<file path="config.mk">
export PLATFORM = sky130hd
export DESIGN_NAME = mac_sequencer
export DESIGN_NICKNAME = d
export VERILOG_FILES = /design/src/rtl/mac_sequencer.sv
export SDC_FILE = /design/constraint.sdc
export NUM_CORES = 1
export LEC_CHECK = 0
export ABC_AREA = 1
export CAP_MARGIN = 20
export CORE_ASPECT_RATIO = 1.25
export CORE_MARGIN = 5
export CORE_UTILIZATION = 50
export CTS_BUF_LIST = sky130_fd_sc_hd__clkbuf_4 sky130_fd_sc_hd__clkbuf_8
export DETAILED_ROUTE_END_ITERATION = 8
export PLACE_DENSITY = 0.82
export SYNTH_ARGS = -nofsm -noshare
export SYNTH_HDL_FRONTEND = slang
export SYNTH_SLANG_ARGS = --single-unit
</file>
<file path="constraint.sdc">
create_clock -name clk -period 6.95 [get_ports clk]
set_input_delay 0.695 -clock clk [delete_from_list [all_inputs] [get_ports clk]]
set_output_delay 0.695 -clock clk [all_outputs]
set_load 0.02 [all_outputs]
</file>
<file path="src/rtl/mac_sequencer.sv">
// Dot-product sequencer: streams N buffered signed operand pairs through an external
// start/done multiplier and accumulates the products, with optional ReLU on the result.
module mac_sequencer #(
  parameter int N     = 9,
  parameter int ACC_W = 22
) (
  input  logic                    clk,
  input  logic                    reset,
  input  logic                    wr_en,
  input  logic [3:0]              wr_addr,
  input  logic signed [8:0]       wr_a,
  input  logic signed [8:0]       wr_b,
  input  logic                    start,
  input  logic                    relu_en,
  output logic                    busy,
  output logic                    done,
  output logic signed [ACC_W-1:0] result,
  output logic signed [8:0]       mul_a,
  output logic signed [8:0]       mul_b,
  output logic                    mul_start,
  input  logic                    mul_done,
  input  logic signed [17:0]      mul_result
);

  typedef enum logic [1:0] {IDLE, REQ, DRAIN, OUT} state_e;

  state_e                   state_q, state_d;
  logic [3:0]               idx_q, idx_d;
  logic [3:0]               idx_nxt;
  logic signed [ACC_W-1:0]  acc_q, acc_d;
  logic signed [ACC_W-1:0]  result_q, result_d;
  logic                     relu_q, relu_d;
  logic signed [8:0]        mul_a_q, mul_a_d;
  logic signed [8:0]        mul_b_q, mul_b_d;
  logic                     mul_start_q, mul_start_d;
  logic signed [8:0]        buf_a_q [N];
  logic signed [8:0]        buf_a_d [N];
  logic signed [8:0]        buf_b_q [N];
  logic signed [8:0]        buf_b_d [N];

  always_comb begin
    state_d     = state_q;
    idx_d       = idx_q;
    acc_d       = acc_q;
    result_d    = result_q;
    relu_d      = relu_q;
    mul_a_d     = mul_a_q;
    mul_b_d     = mul_b_q;
    mul_start_d = mul_start_q;
    buf_a_d     = buf_a_q;
    buf_b_d     = buf_b_q;
    idx_nxt     = idx_q + 4'd1;

    case (state_q)
      IDLE: begin
        if (wr_en && (32'(wr_addr) < 32'(N))) begin
          buf_a_d[wr_addr] = wr_a;
          buf_b_d[wr_addr] = wr_b;
        end
        // A same-cycle write and start launches with the pre-write entry 0.
        if (start) begin
          idx_d       = '0;
          acc_d       = '0;
          mul_a_d     = buf_a_q[0];
          mul_b_d     = buf_b_q[0];
          mul_start_d = 1'b1;
          relu_d      = relu_en;
          state_d     = REQ;
        end
      end
      REQ: begin
        if (mul_done) begin
          acc_d       = acc_q + ACC_W'(mul_result);
          mul_start_d = 1'b0;
          state_d     = DRAIN;
        end
      end
      DRAIN: begin
        // Wait out the multiplier's lingering done before issuing the next pair.
        if (!mul_done) begin
          if (idx_q == 4'(N - 1)) begin
            result_d = (relu_q && (acc_q < 0)) ? '0 : acc_q;
            state_d  = OUT;
          end else begin
            idx_d       = idx_nxt;
            mul_a_d     = buf_a_q[idx_nxt];
            mul_b_d     = buf_b_q[idx_nxt];
            mul_start_d = 1'b1;
            state_d     = REQ;
          end
        end
      end
      OUT: begin
        state_d = IDLE;
      end
      default: begin
        state_d = IDLE;
      end
    endcase
  end

  always_ff @(posedge clk or posedge reset) begin
    if (reset) begin
      state_q     <= IDLE;
      idx_q       <= '0;
      acc_q       <= '0;
      result_q    <= '0;
      relu_q      <= 1'b0;
      mul_a_q     <= '0;
      mul_b_q     <= '0;
      mul_start_q <= 1'b0;
      buf_a_q     <= '{default: '0};
      buf_b_q     <= '{default: '0};
    end else begin
      state_q     <= state_d;
      idx_q       <= idx_d;
      acc_q       <= acc_d;
      result_q    <= result_d;
      relu_q      <= relu_d;
      mul_a_q     <= mul_a_d;
      mul_b_q     <= mul_b_d;
      mul_start_q <= mul_start_d;
      buf_a_q     <= buf_a_d;
      buf_b_q     <= buf_b_d;
    end
  end

  assign busy      = (state_q != IDLE);
  assign done      = (state_q == OUT);
  assign result    = result_q;
  assign mul_a     = mul_a_q;
  assign mul_b     = mul_b_q;
  assign mul_start = mul_start_q;

endmodule

</file>
==> run metrics <==
Post-CTS Setup Bufs 0; Synth Register Bits approximately 230; Mapped Area around 12000 um2; Post-synth EDFFs 0; Row Count 63; Layout area overhead 14.4%; first-pass GRT wire length approximately 50 mm; yosys warns 0; fmax around 260 MHz; Total GRT Usage a little under a quarter; setup TNS 0 ps; largest net degree at the start of global routing between 150 and 200; Fin Clk Skew roughly 32 ps; max-cap viol count 0; fin crit share between 50% and 60%; vias per std cell 5.57; syn avg cell area about 7.8 um2; Final Hold Fails 0; fillers roughly 2100; Final HPWL DP a little under 20 mm; Max FO, Critical Path 94; Post-Synth XOR/XNOR Area 0.367%; CTS tree done; DRT iter0 DRCs 758; simple-gate area share of the yosys netlist 24.2%; area of the core approximately 24000 um2; critical path data required time about 7400 ps; final core occ approximately 58%; Seq/Total Area, Yosys 48.6%; top post-synthesis cells by count nand2_1 (445), dfrtp_1 (232), o21ai_0 (193); cts hold-fix bufs 0; drt total wl between 30 and 40 mm; CP arrival between 4000 and 5000 ps; Tmin final roughly 3800 ps; element type at the critical path start flop; Die W ~150 um; status complete, no violations; endpoints failing setup 0; clock latency on the worst-skew pair 540 ps; complex-gate fraction of the synthesized area around 17%; worst slew pin tran between 1000 and 1500 ps; CTS clk-pin slew, worst paths ~60 ps; CTS sink count 232; area fraction of the dominant cell type after synthesis 48.6%; hold_ws about 480 ps; Starting Density 50.5%; detailed-router iteration count before antenna repair 5; count leader, synth nand2_1; ant diodes 0; I/O pin total just under 90; WL per Instance between 15 and 20 um; vias in the first global route about 10000; critical path class reg2reg; Cell variety after synth 36; final std cell area, no fill about 14000 um2; Die Ht 183 um; CTS-repair resized insts 0; # DRC 0; Antenna Violating Nets Remaining 0; port bufs 88; root buf cell clkbuf_8; Post-Syn Nets 1608; die area around 27000 um2; RD Place Congestion between 0.9 and 1; H-tree depth 2; total CTS buffers 37; Vias 10652; Hold Crit Class reg2reg; Async SR Flop Fraction 100%; clk buf depth 3; area leader, netlist dfrtp_1; VDD IR-drop max ~280 uV; RSZ-0062 raised after global routing false; largest family of logic cells by synthesized area simple AND/OR/NAND/NOR gates; placed inst area between 10000 and 15000 um2; P per Cell Area between 300 and 400 nW/um2; most common flop cell mapped by yosys dfrtp_1; Layout Nets between 1500 and 2000; max_slew headroom a little over a quarter; global route overflow 0; initial antenna violation count 0; mux contribution to synthesized area 0%; Setup crit end kind flop; layout cells sized above 1 ~6.4%; Synth Instances between 1500 and 2000; P_leak roughly 6.7 nW; final-report max-slew violation count 0; area share of fa/ha/maj cells after synthesis roughly 2.6%; Synth area leaders dfrtp_1 (49%), nand2_1 (14%), o21ai_0 (8.1%), nor2_1 (5.0%), inv_1 (4.3%)
[flip-flops by register name, summed over array words and instances, names as in the netlist, 2 cells and up]
signal / flops
acc_q: 22
buf_a_q: 81
buf_b_q: 81
idx_q: 4
mul_a: 9
mul_b: 9
result: 22
state_q: 2
[worst paths after layout]
| kind | end | startpoint | slack [ps] | cells after the start |
|---|---|---|---|---|
| hold / removal | buf_b_q[60]$_DFFE_PP0P_ | buf_b_q[60]$_DFFE_PP0P_ | 480 | 2 |
| setup / recovery | mul_b[7]$_DFFE_PP0P_ | idx_q[0]$_DFFE_PP0P_ | 3160 | 10 |
| max in group asynchronous | mul_a[4]$_DFFE_PP0P_ | reset | 4750 | 4 |
| min in group asynchronous | buf_b_q[2]$_DFFE_PP0P_ | reset | 780 | 3 |
| setup reg to reg | mul_b[7]$_DFFE_PP0P_ | idx_q[0]$_DFFE_PP0P_ | 3160 | 10 |
| hold reg to reg | buf_b_q[60]$_DFFE_PP0P_ | buf_b_q[60]$_DFFE_PP0P_ | 480 | 2 |
[per-stage QoR]
stage               power (mW)  setup slack, ps  std cells
floorplan                 3.57             3220       1538
global route              5.79             2930       1914
detailed placement        4.16             3180       1852
global placement          4.08             3230       1852
finish                    5.39             3160       1914
CTS                       5.38             3210       1913
[power breakdown]
part / switching, mW / internal, mW
clock network: 0.530 / 0.671
logic: 1.43 / 0.767
registers: 0.233 / 1.76
[per-layer routing]
metal | part of all wire (%) | up-vias | routed length, um | track usage (%)
li1 | - | 5123 | - | -
met1 | 40 | 5024 | 12400 | 27.5
met2 | 49 | 409 | 15100 | 39.5
met3 | 6.8 | 96 | 2110 | 4.35
met4 | 4.1 | 0 | 1260 | 10.4
met5 | 0 | - | 0 | 0
[critical path: stages (launching register included)]
cell and delay [ps]:
dfrtp_2 340, buf_4 690, ha_1 290, xor2_1 770
buf_4 350, clkinv_1 640, o211ai_1 350, nand3_1 110
nand2_1 90, nand2_1 50, nand2_1 50
[logic make-up after synthesis]
group / Yosys count
buf+inv: 216
fa+ha+maj: 24
flops: 232
simple gates: 700
compound gates: 361
xor+xnor: 5
[layout by cell type, fill, tap and decap left out, drive strengths merged]
master         count
a211oi             1
a21oi             45
and2               1
buf               10
clkbuf            58
clkdlybuf4s50     88
clkinv             4
clkinvlp           1
dfrtp            232
fa                 1
ha                23
inv              139
nand2            449
nand3             69
nand3b             4
nand4              8
nor2             161
nor3               8
o211ai            36
o21ai            272
o21bai             1
o22ai              3
o31ai              3
xnor2              2
xor2               3
[area by class of cell]
type	instances	area (um2)	share of cell area, %
multi-input combinational	1090	5220	38.2
timing repair buffer	98	976	7.15
clock buffer	58	736	5.39
tap	292	365	2.67
inverter	141	533	3.90
sequential	232	5810	42.5
clock inverter	3	25.0	0.183
Note: power is estimated with default switching activity, not from simulation.
==> patch 1, RTL diff (same flow settings) <==
The parameter `N` goes from 9 to 11.
--- a/src/rtl/mac_sequencer.sv
+++ b/src/rtl/mac_sequencer.sv
@@ -3,3 +3,3 @@
 module mac_sequencer #(
-  parameter int N     = 9,
+  parameter int N     = 11,
   parameter int ACC_W = 22
Behaviour: same outputs for any inputs over 4 cycles, from zero or initial values and one cycle with reset high; that may be too few to reach the edited logic, so the function may still have changed.
==> patch 1 against the original RTL <==
  * Total power is 15% higher
  * Critical path depth is the same
  * Count of clock-buffer cells in the layout increased by 6
  * Area after synthesis rose by 12%
  * Sequential power is 19% higher
  * Clock power up 18%
  * Routed wire length grew 17%
  * Final cell count grew 13%
  * Combinational power grew 9.5%
  * Cell area is 12% higher
  * Sequential share of layout area rose by 1.3 points
  * Sequential cell count up 36
  * Worst setup slack gained 0.68 ns
  * Synthesized cell count increased by 13%
  * Critical path type unchanged
==> patch 1: results (changes against the original RTL) <==
outcome completed; largest fanout on the critical path 92 (-2.1%); Min-Delay Endpoint buf_b_q[79]; sequential area share after synthesis 50.1% (+1.5 points); total number of H-tree levels 2 (unchanged); detailed-routing iteration count for the pre-antenna-repair pass 6 (+1); flop-to-flop setup slack 3.84 ns (+0.68 ns); dpl ws 3.21 ns (+0.0271 ns); arrival time worst endpoint 3.61 ns (-0.65 ns); most frequent cells after synthesis sky130_fd_sc_hd__nand2_1 (549), sky130_fd_sc_hd__o21ai_0 (277), sky130_fd_sc_hd__dfrtp_1 (268); fraction of final layout cells sized beyond drive strength 1 6.45% (+0.034 points); aggregate global-route resource usage 23.8% (+1.0 points); worst reg2reg path depth 10 (unchanged); via density per instance 5.55 (-0.23%); registers with the most flip-flops buf_a_q: 99 flops, buf_b_q: 99 flops; initial DRC count 1042 (+37%); maximum VDD drop 0.316 mV (+12%); mux cell area share after synthesis 0% (unchanged); Worst R2R End mul_a[4]; pin count of the biggest net entering global routing 125 (-26%); hold path startpoint buf_b_q[79]; last weighted congestion value of the routability-driven placer 1.01 (+6.4%); top cells by area, synth sky130_fd_sc_hd__dfrtp_1 (50%), sky130_fd_sc_hd__nand2_1 (15%), sky130_fd_sc_hd__o21ai_0 (10%); parity-gate share of the synthesized area counting xor and xnor cells 0.327% (-0.039 points); number of library cell types mapped by synthesis 35 (-2.8%); switching share of total power 40.8% (+0.14 points); Adder-Cell Fraction of Synth Area 2.30% (-0.28 points); placed cell count 2082 (+12%); gate count of the mapped netlist 1744 (+13%); final worst clock skew 0.0179 ns (-0.0143 ns); vias in the first global route 11700 (+12%); count of non-filler cells in the finished layout 2160 (+13%); DP Wirelength 22.0 mm (+11%); synthesized net count 1814 (+13%); wire length of the first global-routing pass 58.6 mm (+15%); complex-gate fraction of the synthesized area 15.6% (-0.93 points); total number of nets in the final design 1852 (+11%)
## patch 1: per-stage QoR
| step | hold slack (ns) | area (um2) |
|---|---|---|
| after floorplan | 0.448 | 13400 |
| after global placement | 0.460 | 14400 |
| after detailed placement | 0.467 | 14400 |
| after CTS | 0.483 | 15300 |
| after global routing | 0.490 | 15300 |
| final | 0.481 | 15300 |
## patch 1: worst max-delay path, cell delays in order, from the launching register on
cell                      delay (ns)
sky130_fd_sc_hd__dfrtp_4        0.55
sky130_fd_sc_hd__inv_2          0.08
sky130_fd_sc_hd__ha_2           0.26
sky130_fd_sc_hd__buf_4          0.42
sky130_fd_sc_hd__nor2_2         1.01
sky130_fd_sc_hd__a22oi_1        0.23
sky130_fd_sc_hd__nor2_1         0.19
sky130_fd_sc_hd__nor2_1         0.08
sky130_fd_sc_hd__nand2_1        0.08
sky130_fd_sc_hd__nand2_1        0.05
sky130_fd_sc_hd__nand2_1        0.05
## patch 1: layout make-up
class | count | area, um2
fill | 2345 | 11300
clock inverter | 13 | 85.1
clock buffer | 64 | 825
inverter | 121 | 459
multi-input combinational | 1248 | 5780
tap | 345 | 432
timing repair buffer | 101 | 1030
sequential | 268 | 6710
## patch 1: routing by layer
metal,up-vias,global-route usage (%),wire length [um]
li1,5737,-,-
met3,107,3.57,2560
met5,-,0,0
met2,524,40.7,17500
met1,5625,30.0,14500
met4,0,10.8,1430
## patch 1: worst max-delay path by stage
| stage | start | depth (start not counted) | slack, ns | to |
|---|---|---|---|---|
| 2_1_floorplan | reset | 1 | 2.72 | acc_q[0] |
| 3_3_place_gp | idx_q[0] | 10 | 3.38 | mul_a[6] |
| 3_5_place_dp | idx_q[0] | 10 | 3.21 | mul_b[6] |
| 4_1_cts | idx_q[0] | 10 | 3.22 | mul_b[6] |
| 5_1_grt | state_q[0] | 11 | 3.70 | mul_b[8] |
| 6_report | idx_q[0] | 10 | 3.84 | mul_a[4] |
## patch 1: kinds of logic (layout without fill, tap and decap cells)
| family | Yosys count | after routing |
|---|---|---|
| DFF | 268 | 268 |
| adders and majority gates | 24 | 24 |
| AOI/OAI and AO/OA | 387 | 387 |
| xor gates and xnor gates | 5 | 5 |
| and+or+nand+nor | 832 | 832 |
| buffers and inverters | 228 | 299 |
## patch 1: power by group through the flow
stage / combinational, mW / sequential [mW] / clock [mW]
3_3_place_gp: 2.20 / 2.45 / 0
4_1_cts: 2.29 / 2.45 / 1.43
2_1_floorplan: 1.78 / 2.33 / 0
5_1_grt: 2.73 / 2.43 / 1.50
6_report: 2.41 / 2.37 / 1.41
3_5_place_dp: 2.28 / 2.47 / 0
==> patch 2, RTL diff (same settings) <==
Without the edit above. Register the input `relu_en` before use, without a reset. The logic sees it one clock later. The other inputs are not delayed to match.
--- a/src/rtl/mac_sequencer.sv
+++ b/src/rtl/mac_sequencer.sv
@@ -25,2 +25,8 @@
   typedef enum logic [1:0] {IDLE, REQ, DRAIN, OUT} state_e;
+
+  logic relu_en_q;
+
+  always_ff @(posedge clk) begin
+    relu_en_q <= relu_en;
+  end
 
@@ -66,3 +72,3 @@
           mul_start_d = 1'b1;
-          relu_d      = relu_en;
+          relu_d      = relu_en_q;
           state_d     = REQ;
Check against the original RTL: same outputs for any inputs over 4 cycles, from zero or initial values and one cycle with reset high; that may be too few to reach the edited logic, so the function may still have changed.
==> patch 2 against the original RTL <==
  * Die area is 0.16% higher
  * Routed wire length hardly changed
  * Clock skew shrank 0.0066 ns
  * Worst setup slack improved by 0.094 ns
  * Worst hold slack gained 0.0023 ns
  * Sequential cell count up 1
  * Largest cell class unchanged
  * Cell area decreased by 0.11%
  * Total power decreased by 0.32%
  * Area after synthesis rose by 0.17%
  * Via count decreased by 0.69%
==> patch 2: results (changes against the original RTL) <==
number of clock buffers inserted by TritonCTS 38 (+2.7%); outcome completed; wire length on met3 2.03 mm (-3.5%); total number of nets in the final design 1672 (+0.12%); gate count of the mapped netlist 1539 (+0.065%); ys async rst share 99.6% (-0.43 points); complex-gate fraction of the synthesized area 16.5% (-0.028 points); Clock buffer cells 57 (-1.7%); layout filler cell count 2129 (+1.8%); leakage power of the design 6.73 nW (-0.11%); post-synthesis sequential element count 233 (+0.43%); top cell family by delay on the critical path simple AND/OR/NAND/NOR gates; met3 track utilization from global routing 3.48% (-0.87 points); arrival time worst endpoint 4.12 ns (-0.14 ns); Met2 Wirelength 15.6 mm (+3.5%); final worst clock skew 0.0256 ns (-0.00663 ns); number of library cell types mapped by synthesis 37 (+2.8%); Slew headroom 25.5% (-1.4 points); pin count of the biggest net entering global routing 197 (+17%); last weighted congestion value of the routability-driven placer 0.936 (-1.5%); vias in the first global route 10700 (+1.9%); DP Wirelength 20.1 mm (+1.8%); Adder-Cell Fraction of Synth Area 2.57% (-0.0043 points); via density per instance 5.53 (-0.69%); placed cell count 1854 (+0.11%); top cells by area, synth sky130_fd_sc_hd__dfrtp_1 (49%), sky130_fd_sc_hd__nand2_1 (14%), sky130_fd_sc_hd__o21ai_0 (8.1%); Non-Clock Buffer Area Fraction 7.25% (+0.10 points); parity-gate share of the synthesized area counting xor and xnor cells 0.366% (-0.00061 points); aggregate global-route resource usage 22.9% (+0.14 points); peak per-stage delay on the critical path 1.03 ns (+0.26 ns)
## patch 2: cell count changes in the layout (fill, tap and decap cells not counted), sizes merged
cell / unedited run / this run
clkbuf: 58 / 57
dfxtp: 0 / 1
## patch 2: final timing paths
| check | from | end | slack (ns) | cells past startpoint |
|---|---|---|---|---|
| setup / recovery | idx_q[0] | mul_a[7] | 3.25 | 10 |
| hold / removal | buf_a_q[53] | buf_a_q[53] | 0.48 | 2 |
| setup reg to reg | idx_q[0] | mul_a[7] | 3.25 | 10 |
| hold reg to reg | buf_a_q[53] | buf_a_q[53] | 0.48 | 2 |
| max in group asynchronous | reset | mul_a[5] | 4.76 | 3 |
| min in group asynchronous | reset | acc_q[6] | 0.67 | 2 |
## patch 2: worst register-to-register path: cells and delay by family, from the launching register on
kind,cells,cell delay [ns]
adders and majority gates,1,1.03
and+or+nand+nor,7,1.38
buffers and inverters,2,0.85
DFF,1,0.34
## patch 2: power breakdown
group,switching [mW],internal (mW)
Clock,0.531,0.630
Sequential,0.229,1.76
Combinational,1.44,0.775
